`src/rtl/multicycle_control_if.sv`:
```
// multicycle_control_if: decode fields, memory handshake and datapath control between the control FSM and the datapath
interface multicycle_control_if;
    logic [5:0] opcode;
    logic [5:0] funct;
    logic       zero;
    logic       mem_ready;
    logic       mem_read;
    logic       mem_write;
    logic       i_or_d;
    logic       ir_write;
    logic       pc_write;
    logic [1:0] pc_source;
    logic       read_reg_flag;
    logic       write_reg_flag;
    logic       reg_dst;
    logic       mem_to_reg;
    logic       alu_src_a;
    logic [1:0] alu_src_b;
    logic [1:0] alu_op;
    logic       illegal_op;
    logic       mem_fault;
    logic [3:0] state;
    modport master (
        input  opcode, funct, zero, mem_ready,
        output mem_read, mem_write, i_or_d, ir_write, pc_write, pc_source,
               read_reg_flag, write_reg_flag, reg_dst, mem_to_reg,
               alu_src_a, alu_src_b, alu_op, illegal_op, mem_fault, state
    );
    modport slave (
        output opcode, funct, zero, mem_ready,
        input  mem_read, mem_write, i_or_d, ir_write, pc_write, pc_source,
               read_reg_flag, write_reg_flag, reg_dst, mem_to_reg,
               alu_src_a, alu_src_b, alu_op, illegal_op, mem_fault, state
    );
endinterface

```
`src/rtl/multicycle_control.sv`:
```
// multicycle_control: multi-cycle MIPS control FSM (R-type, addi, lw, sw, beq, j) with memory-wait timeout
module multicycle_control #(
    parameter int MEM_TIMEOUT = 255
) (
    input  logic                   clk,
    input  logic                   reset,
    multicycle_control_if.master   bus
);
    typedef enum logic [3:0] {
        FETCH = 4'd0, DECODE = 4'd1, MEM_ADDR = 4'd2, MEM_RD = 4'd3,
        MEM_WB = 4'd4, MEM_WR = 4'd5, R_EX = 4'd6, R_WB = 4'd7,
        BEQ = 4'd8, JUMP = 4'd9, ADDI_EX = 4'd10, ADDI_WB = 4'd11
    } state_t;
    localparam logic [7:0] TMO = 8'(MEM_TIMEOUT);
    state_t st, nx;
    logic [7:0] cnt;
    logic wait_st, fault, r_ok;
    assign wait_st = st inside {FETCH, MEM_RD, MEM_WR};
    assign fault = wait_st && !bus.mem_ready && cnt == TMO;
    assign r_ok = bus.opcode == 6'h00 && bus.funct inside {6'h20, 6'h22, 6'h24, 6'h25, 6'h2A};
    assign bus.state = st;
    // counter only survives a cycle spent stalled in a wait state
    always_ff @(posedge clk) begin
        if (reset) begin
            st  <= FETCH;
            cnt <= '0;
        end else begin
            st  <= nx;
            cnt <= (wait_st && !bus.mem_ready && !fault) ? cnt + 8'd1 : '0;
        end
    end
    always_comb begin
        nx = st;
        bus.mem_read = 1'b0;
        bus.mem_write = 1'b0;
        bus.i_or_d = 1'b0;
        bus.ir_write = 1'b0;
        bus.pc_write = 1'b0;
        bus.pc_source = 2'd0;
        bus.read_reg_flag = 1'b0;
        bus.write_reg_flag = 1'b0;
        bus.reg_dst = 1'b0;
        bus.mem_to_reg = 1'b0;
        bus.alu_src_a = 1'b0;
        bus.alu_src_b = 2'd0;
        bus.alu_op = 2'd0;
        bus.illegal_op = 1'b0;
        bus.mem_fault = 1'b0;
        if (!reset) begin
            case (st)
                FETCH: begin
                    bus.mem_read = 1'b1;
                    bus.alu_src_b = 2'd1;
                    bus.ir_write = bus.mem_ready;
                    bus.pc_write = bus.mem_ready;
                    nx = bus.mem_ready ? DECODE : FETCH;
                end
                DECODE: begin
                    bus.read_reg_flag = 1'b1;
                    bus.alu_src_b = 2'd3;
                    nx = (bus.opcode == 6'h23 || bus.opcode == 6'h2B) ? MEM_ADDR :
                         r_ok                  ? R_EX    :
                         bus.opcode == 6'h08   ? ADDI_EX :
                         bus.opcode == 6'h04   ? BEQ     :
                         bus.opcode == 6'h02   ? JUMP    : FETCH;
                    bus.illegal_op = nx == FETCH;
                end
                MEM_ADDR: begin
                    bus.alu_src_a = 1'b1;
                    bus.alu_src_b = 2'd2;
                    nx = bus.opcode == 6'h2B ? MEM_WR : MEM_RD;
                end
                MEM_RD: begin
                    bus.mem_read = 1'b1;
                    bus.i_or_d = 1'b1;
                    nx = bus.mem_ready ? MEM_WB : fault ? FETCH : MEM_RD;
                end
                MEM_WB: begin
                    bus.write_reg_flag = 1'b1;
                    bus.mem_to_reg = 1'b1;
                    nx = FETCH;
                end
                MEM_WR: begin
                    bus.mem_write = 1'b1;
                    bus.i_or_d = 1'b1;
                    nx = (bus.mem_ready || fault) ? FETCH : MEM_WR;
                end
                R_EX: begin
                    bus.alu_src_a = 1'b1;
                    bus.alu_op = 2'd2;
                    nx = R_WB;
                end
                R_WB: begin
                    bus.write_reg_flag = 1'b1;
                    bus.reg_dst = 1'b1;
                    nx = FETCH;
                end
                ADDI_EX: begin
                    bus.alu_src_a = 1'b1;
                    bus.alu_src_b = 2'd2;
                    nx = ADDI_WB;
                end
                ADDI_WB: begin
                    bus.write_reg_flag = 1'b1;
                    nx = FETCH;
                end
                BEQ: begin
                    bus.alu_src_a = 1'b1;
                    bus.alu_op = 2'd1;
                    bus.pc_source = 2'd1;
                    bus.pc_write = bus.zero;
                    nx = FETCH;
                end
                JUMP: begin
                    bus.pc_source = 2'd2;
                    bus.pc_write = 1'b1;
                    nx = FETCH;
                end
                default: nx = FETCH;
            endcase
            bus.mem_fault = fault;
        end
    end
endmodule
```
`src/flat_wrapper.sv`:
```
// flat-port wrapper written by rule: the top's interface ports become plain ports
module multicycle_control_flat 
#(
    parameter int MEM_TIMEOUT = 255
)
  (clk, reset, bus_opcode, bus_funct, bus_zero, bus_mem_ready, bus_mem_read, bus_mem_write, bus_i_or_d, bus_ir_write, bus_pc_write, bus_pc_source, bus_read_reg_flag, bus_write_reg_flag, bus_reg_dst, bus_mem_to_reg, bus_alu_src_a, bus_alu_src_b, bus_alu_op, bus_illegal_op, bus_mem_fault, bus_state);
  multicycle_control_if bus_i ();
  input  logic clk;
  input  logic reset;
  input wire logic [$bits(bus_i.opcode)-1:0] bus_opcode;
  input wire logic [$bits(bus_i.funct)-1:0] bus_funct;
  input wire logic [$bits(bus_i.zero)-1:0] bus_zero;
  input wire logic [$bits(bus_i.mem_ready)-1:0] bus_mem_ready;
  output wire logic [$bits(bus_i.mem_read)-1:0] bus_mem_read;
  output wire logic [$bits(bus_i.mem_write)-1:0] bus_mem_write;
  output wire logic [$bits(bus_i.i_or_d)-1:0] bus_i_or_d;
  output wire logic [$bits(bus_i.ir_write)-1:0] bus_ir_write;
  output wire logic [$bits(bus_i.pc_write)-1:0] bus_pc_write;
  output wire logic [$bits(bus_i.pc_source)-1:0] bus_pc_source;
  output wire logic [$bits(bus_i.read_reg_flag)-1:0] bus_read_reg_flag;
  output wire logic [$bits(bus_i.write_reg_flag)-1:0] bus_write_reg_flag;
  output wire logic [$bits(bus_i.reg_dst)-1:0] bus_reg_dst;
  output wire logic [$bits(bus_i.mem_to_reg)-1:0] bus_mem_to_reg;
  output wire logic [$bits(bus_i.alu_src_a)-1:0] bus_alu_src_a;
  output wire logic [$bits(bus_i.alu_src_b)-1:0] bus_alu_src_b;
  output wire logic [$bits(bus_i.alu_op)-1:0] bus_alu_op;
  output wire logic [$bits(bus_i.illegal_op)-1:0] bus_illegal_op;
  output wire logic [$bits(bus_i.mem_fault)-1:0] bus_mem_fault;
  output wire logic [$bits(bus_i.state)-1:0] bus_state;
  assign bus_i.opcode = bus_opcode;
  assign bus_i.funct = bus_funct;
  assign bus_i.zero = bus_zero;
  assign bus_i.mem_ready = bus_mem_ready;
  assign bus_mem_read = bus_i.mem_read;
  assign bus_mem_write = bus_i.mem_write;
  assign bus_i_or_d = bus_i.i_or_d;
  assign bus_ir_write = bus_i.ir_write;
  assign bus_pc_write = bus_i.pc_write;
  assign bus_pc_source = bus_i.pc_source;
  assign bus_read_reg_flag = bus_i.read_reg_flag;
  assign bus_write_reg_flag = bus_i.write_reg_flag;
  assign bus_reg_dst = bus_i.reg_dst;
  assign bus_mem_to_reg = bus_i.mem_to_reg;
  assign bus_alu_src_a = bus_i.alu_src_a;
  assign bus_alu_src_b = bus_i.alu_src_b;
  assign bus_alu_op = bus_i.alu_op;
  assign bus_illegal_op = bus_i.illegal_op;
  assign bus_mem_fault = bus_i.mem_fault;
  assign bus_state = bus_i.state;
  multicycle_control #(.MEM_TIMEOUT(MEM_TIMEOUT)) u_core (.clk(clk), .reset(reset), .bus(bus_i));
endmodule
```
`config.mk`:
```
export PLATFORM = sky130hd
export DESIGN_NAME = multicycle_control_flat
export DESIGN_NICKNAME = d
export VERILOG_FILES = /design/src/rtl/multicycle_control_if.sv /design/src/rtl/multicycle_control.sv /design/src/flat_wrapper.sv
export SDC_FILE = /design/constraint.sdc
export NUM_CORES = 1
export LEC_CHECK = 0
export ABC_AREA = 1
export BUFFER_PORTS_ARGS = -buffer_cell sky130_fd_sc_hd__buf_2
export CAP_MARGIN = 5
export CORE_ASPECT_RATIO = 0.9
export CORE_MARGIN = 5
export CORE_UTILIZATION = 42
export DETAILED_ROUTE_END_ITERATION = 10
export GPL_TIMING_DRIVEN = 0
export PLACE_DENSITY = 0.71
export SLEW_MARGIN = 20
export SYNTH_ARGS = -nofsm -noshare
export SYNTH_HDL_FRONTEND = slang
export SYNTH_SLANG_ARGS = --single-unit
```
`constraint.sdc`:
```
create_clock -name clk -period 3.38 [get_ports clk]
set_input_delay 0.507 -clock clk [delete_from_list [all_inputs] [get_ports clk]]
set_output_delay 0.507 -clock clk [all_outputs]
set_load 0.03 [all_outputs]
```
## Word-level counts from Yosys, hierarchy flattened

Index checks and enable logic that the tools add are counted.

| cells by class | value |
|---|---|
| $add $sub $neg | 1 |
| eq/ne operators | 22 |
| mux-type cells | 40 |
| bitwise logic cells | 1 |
| reductions and logical operators | 19 |

Operators with widths:

| operator | count |
|---|---|
| 6-bit equality test (second input constant) | 7 |
| 4-bit case mux with 7 select lines | 1 |
| 4-bit 2-to-1 mux | 6 |
| 1-bit 2-to-1 mux | 23 |
| 4-bit by 3-bit equality test with 1-bit output (second input constant) | 4 |
| 4-bit equality test (second input constant) | 4 |
| 8-bit by 1-bit adder with 8-bit output (second input constant) | 1 |
| 4-bit by 2-bit equality test with 1-bit output (second input constant) | 2 |
| 8-bit equality test (second input constant) | 1 |
| 4-bit zero test | 2 |
| 2-bit 2-to-1 mux | 4 |
| 2-bit case mux with 2 select lines | 2 |
| 2-bit OR reduction | 4 |
| 6-bit by 2-bit equality test with 1-bit output (second input constant) | 1 |
| 6-bit by 3-bit equality test with 1-bit output (second input constant) | 1 |
| 6-bit by 4-bit equality test with 1-bit output (second input constant) | 1 |
| 6-bit zero test | 1 |
| 3-bit 2-to-1 mux | 2 |
| 2-bit case mux with 3 select lines | 1 |
| 5-bit nonzero test | 1 |
| 4-bit by 1-bit equality test with 1-bit output (second input constant) | 1 |
| 1-bit logical AND | 4 |
| 4-bit OR reduction | 1 |
| 1-bit case mux with 3 select lines | 1 |
| 5 further kinds | 7 |

| storage, ports and cells | value |
|---|---|
| flip-flop bits (word level) | 12 |
| input port bits | 16 |
| output and inout port bits | 22 |
| logic and storage cells | 85 |

## Logic depth before layout (Yosys ltp)

| logic depth | value |
|---|---|
| depth after elaboration | 9 |
| depth in mapped cells | 10 |
| mapped depth without buffers | 10 |

## Least setup slack after synthesis

Ideal clock, no wire load.

| path | value |
|---|---|
| path type | input-to-output |
| from | input reset |
| to | output bus_pc_write |
| arrival | 2115 ps |
| required time | 2873 ps |
| setup slack | 758 ps |
| cell stages on the path | 3 |
| path buffers | 1 |
| cells stage by stage | clkbuf_1 -> nor4_1 -> a211o_1 |

| between the ends | value |
|---|---|
| longest elaborated chain between the ends | 1 |

Ends and longest elaborated chain:

| item | RTL line | text |
|---|---|---|
| start, declared | flat_wrapper.sv:9 | `input logic reset;` |
| 1-bit 2-to-1 mux | multicycle_control.sv:49 | `if (!reset) begin` |
| end, declared | flat_wrapper.sv:18 | `output wire logic [$bits(bus_i.pc_write)-1:0] bus_pc_write;` |

No other way between the ends.

## Final worst setup path

| path | value |
|---|---|
| from | register u_core.st[0] (netlist: u_core.bus.state[0]) |
| to | output bus_illegal_op |

| between the ends | value |
|---|---|
| longest elaborated chain between the ends | 3 |

Ends and longest elaborated chain:

| item | RTL line | text |
|---|---|---|
| start, declared | multicycle_control.sv:15 | `state_t st, nx;` |
| start signal, assigned | multicycle_control.sv:28 | `st <= nx;` |
| 4-bit by 1-bit equality test with 1-bit output | multicycle_control.sv:50 | `case (st)` |
| 1-bit 2-to-1 mux | multicycle_control.sv:50 |  |
| 1-bit 2-to-1 mux | multicycle_control.sv:49 |  |
| end, declared | flat_wrapper.sv:27 | `output wire logic [$bits(bus_i.illegal_op)-1:0] bus_illegal_op;` |

No other way between the ends.

==> impl_metrics.py <==
metrics = {
    "synth": {
        "synth_cells": 163,
        "synth_area_leaders": "dfxtp_1, nor2_1, nand2_1, inv_1, nand3_1",
        "yosys_warnings": 0,
        "synth_enable_flop_cells": 0,
        "syn_avg_cell_area_um2": 5.86,
        "syn-num-nets": 180,
        "ys_top_cells_by_count": "nor2_1, nand2_1, inv_1",
        "synth-main-ff-cell": "dfxtp_1",
        "synth_area_leader_cell": "dfxtp_1",
        "synth_cell_type_count": 25,
        "asyncSetResetFlopFracSynth_pct": 0,
        "ys_ff_latch": 12,
        "synthesis.area_um2": 955,
        "post-synth-top-area-fraction_pct": 25.2,
        "synth_most_common_cell": "nor2_1",
        "yosysSeqAreaShare_pct": 25.2,
    },
    "placement": {
        "hpwl_um": 1900,
        "gp_congestion": 0.872,
        "port-buffer-count": 36,
        "placement.cell_area_um2": 1170,
    },
    "sta": {
        "totalNegativeSetupSlack_ps": 0,
        "timing_max_transition_violations_final": 0,
        "tightestPinTransition_ps": 433,
        "fmax_mhz": 463,
        "timing.final.setup_violations": 0,
        "period_share_pct": 63.9,
        "finalWorstPathRequiredPeriod_ps": 2160,
        "max_slew_headroom_pct": 71.2,
        "hold_violations": 0,
        "skew_ps": 13.8,
        "rsz0062_at_grt": "no",
    },
    "min_path": {
        "hold_path_class": "flip-flop to flip-flop",
    },
    "worst_setup_path": {
        "setup.reg_to_reg.worst_slack_ps": 1910,
        "cp.arrival_ps": 1650,
        "worstPathMaxFanout": 6,
        "timing_worst_setup_path_type": "flip-flop to primary output",
        "critical_path_required_ps": 2870,
        "sort_of_element_at_the_end_of_the_critical_path": "primary output",
        "crit_path_start_kind": "flip-flop",
    },
    "global_route": {
        "met3_usage_pct": 4.20,
        "globalRouteOverflowTotal": 0,
        "grt_first_pass_wirelength_um": 3800,
        "grt-busiest-layer": "met2",
        "groute.layer.met1.usage_pct": 17.3,
        "largest_net_degree_at_the_start_of_global_routing": 11,
        "number_of_global_route_vias_before_repair": 936,
        "grt_util_overall_pct": 14.1,
        "met2_usage_pct": 24.2,
        "antenna_found_initial": 0,
    },
    "drt": {
        "viasPerCell": 4.84,
        "ant_nets": 0,
        "remaining_drc_errors": 0,
        "avgRoutedWirePerCell_um": 9.97,
        "route.final.wire_length_um": 2280,
        "dr.pass1.iters": 4,
        "num_vias": 1108,
        "dr.first_iter.drc_count": 28,
    },
    "floorplanning": {
        "placeableCoreArea_um2": 2180,
        "die-width_um": 60.3,
        "floorplan.rows": 16,
        "die_h_um": 55.2,
        "io_pins": 38,
        "die-area_um2": 3330,
        "initial_core_utilization_pct": 43.8,
    },
    "clock_network": {
        "cts-buffers-inserted": 3,
        "postCtsResizedCells": 0,
        "cell_chosen_for_the_clock_root": "clkbuf_4",
        "cts.sink_count": 12,
        "clkTransAtPathRegs_ps": 80,
        "holdBufCountCts": 0,
        "tritoncts": "done",
        "clock_tree.buffer_depth": 2,
        "clk_latency_ps": 280,
        "cts_post_setup_buffers_inserted": 0,
        "cts.htree.levels": 1,
    },
    "power": {
        "leakage_uw": 0.000635,
        "total_power_divided_by_cell_area_nw_per_um2": 253,
        "vdd_ir_drop_max_mv": 0.235,
        "report.power.total_uw": 301,
    },
    "job": {
        "timing.max_cap.violations": 0,
    },
    "cells_and_area": {
        "num_antenna_cells": 0,
        "final_layout_size_suffix_gt1_share_pct": 30.7,
        "final_net_count": 221,
        "fillCellCount": 224,
        "design_area_um2": 1190,
        "synthToLayoutAreaGrowth_pct": 24.8,
    },
    "outcome": {
        "result_of_the_run": "finished clean",
    },
}
routing by layer:
metal / wire length (µm) / part of all wire [%]
met1: 1010 / 44
met2: 1060 / 46
met3: 206 / 9.0
met5: 0 / 0
met4: 8 / 0.35
critical path: stages, from the launching register on:
cell and delay [ps]:
dfxtp_1 440, nand2_1 140, nor2_2 210, inv_2 70, nor2_2 90, nand2_1 50, nor3_1 160, buf_2 220
registers in the layout (all words and copies together), names as in the netlist:
register / cells
u_core.cnt: 8
u_core.bus.state: 4
final cells by class:
type	count	area, µm²	share of cell area (%)
Buffer	2	7.51	0.630
Sequential cell	12	240	20.2
Inverter	24	91.3	7.67
Timing Repair Buffer	36	180	15.1
Multi-Input combinational cell	125	616	51.7
Clock buffer	3	22.5	1.89
Tap cell	27	33.8	2.84
cells by family (layout without fill, tap and decap cells):
group	count (synthesis)	in the layout	share of synthesized area, %
AND/OR/NAND/NOR	110	110	52.8
buffers and inverters	26	65	10.4
flip-flops	12	12	25.2
AO/OA/AOI/OAI	11	11	7.60
XOR/XNOR	3	3	2.75
adder cells (fa/ha/maj)	1	1	1.31
final timing paths:
path	startpoint	endpoint	cells after the start
max	u_core.bus.state[0]	bus_illegal_op	7
min	u_core.cnt[0]	u_core.cnt[0]	1
max reg2reg	u_core.cnt[0]	u_core.bus.state[0]	10
min reg2reg	u_core.cnt[0]	u_core.cnt[0]	1
placed cells by master (no fill, tap or decap), types with 3 or more instances in the layout:
cell type / count
a21oi_1: 4
buf_2: 36
clkbuf_4: 3
dfxtp_1: 12
inv_1: 18
inv_2: 5
nand2_1: 37
nand2_2: 5
nand3_1: 9
nor2_1: 38
nor2_2: 5
nor3_1: 6
o21ai_0: 3
stage by stage:
stage	util, %	std cells	hold slack, ps	setup slack, ps
after floorplan	-	163	418	758
after global placement	53.6	226	430	1370
after detailed placement	53.6	226	437	1340
after CTS	54.6	229	453	1210
after global routing	54.6	229	493	1100
final	54.6	229	446	1220
where the power goes:
group	internal [µW]	switching, µW
registers	143	2.48
logic	22.4	43.6
clock network	41.2	47.7
total	207	93.8
(Power assumes the default switching activity.)
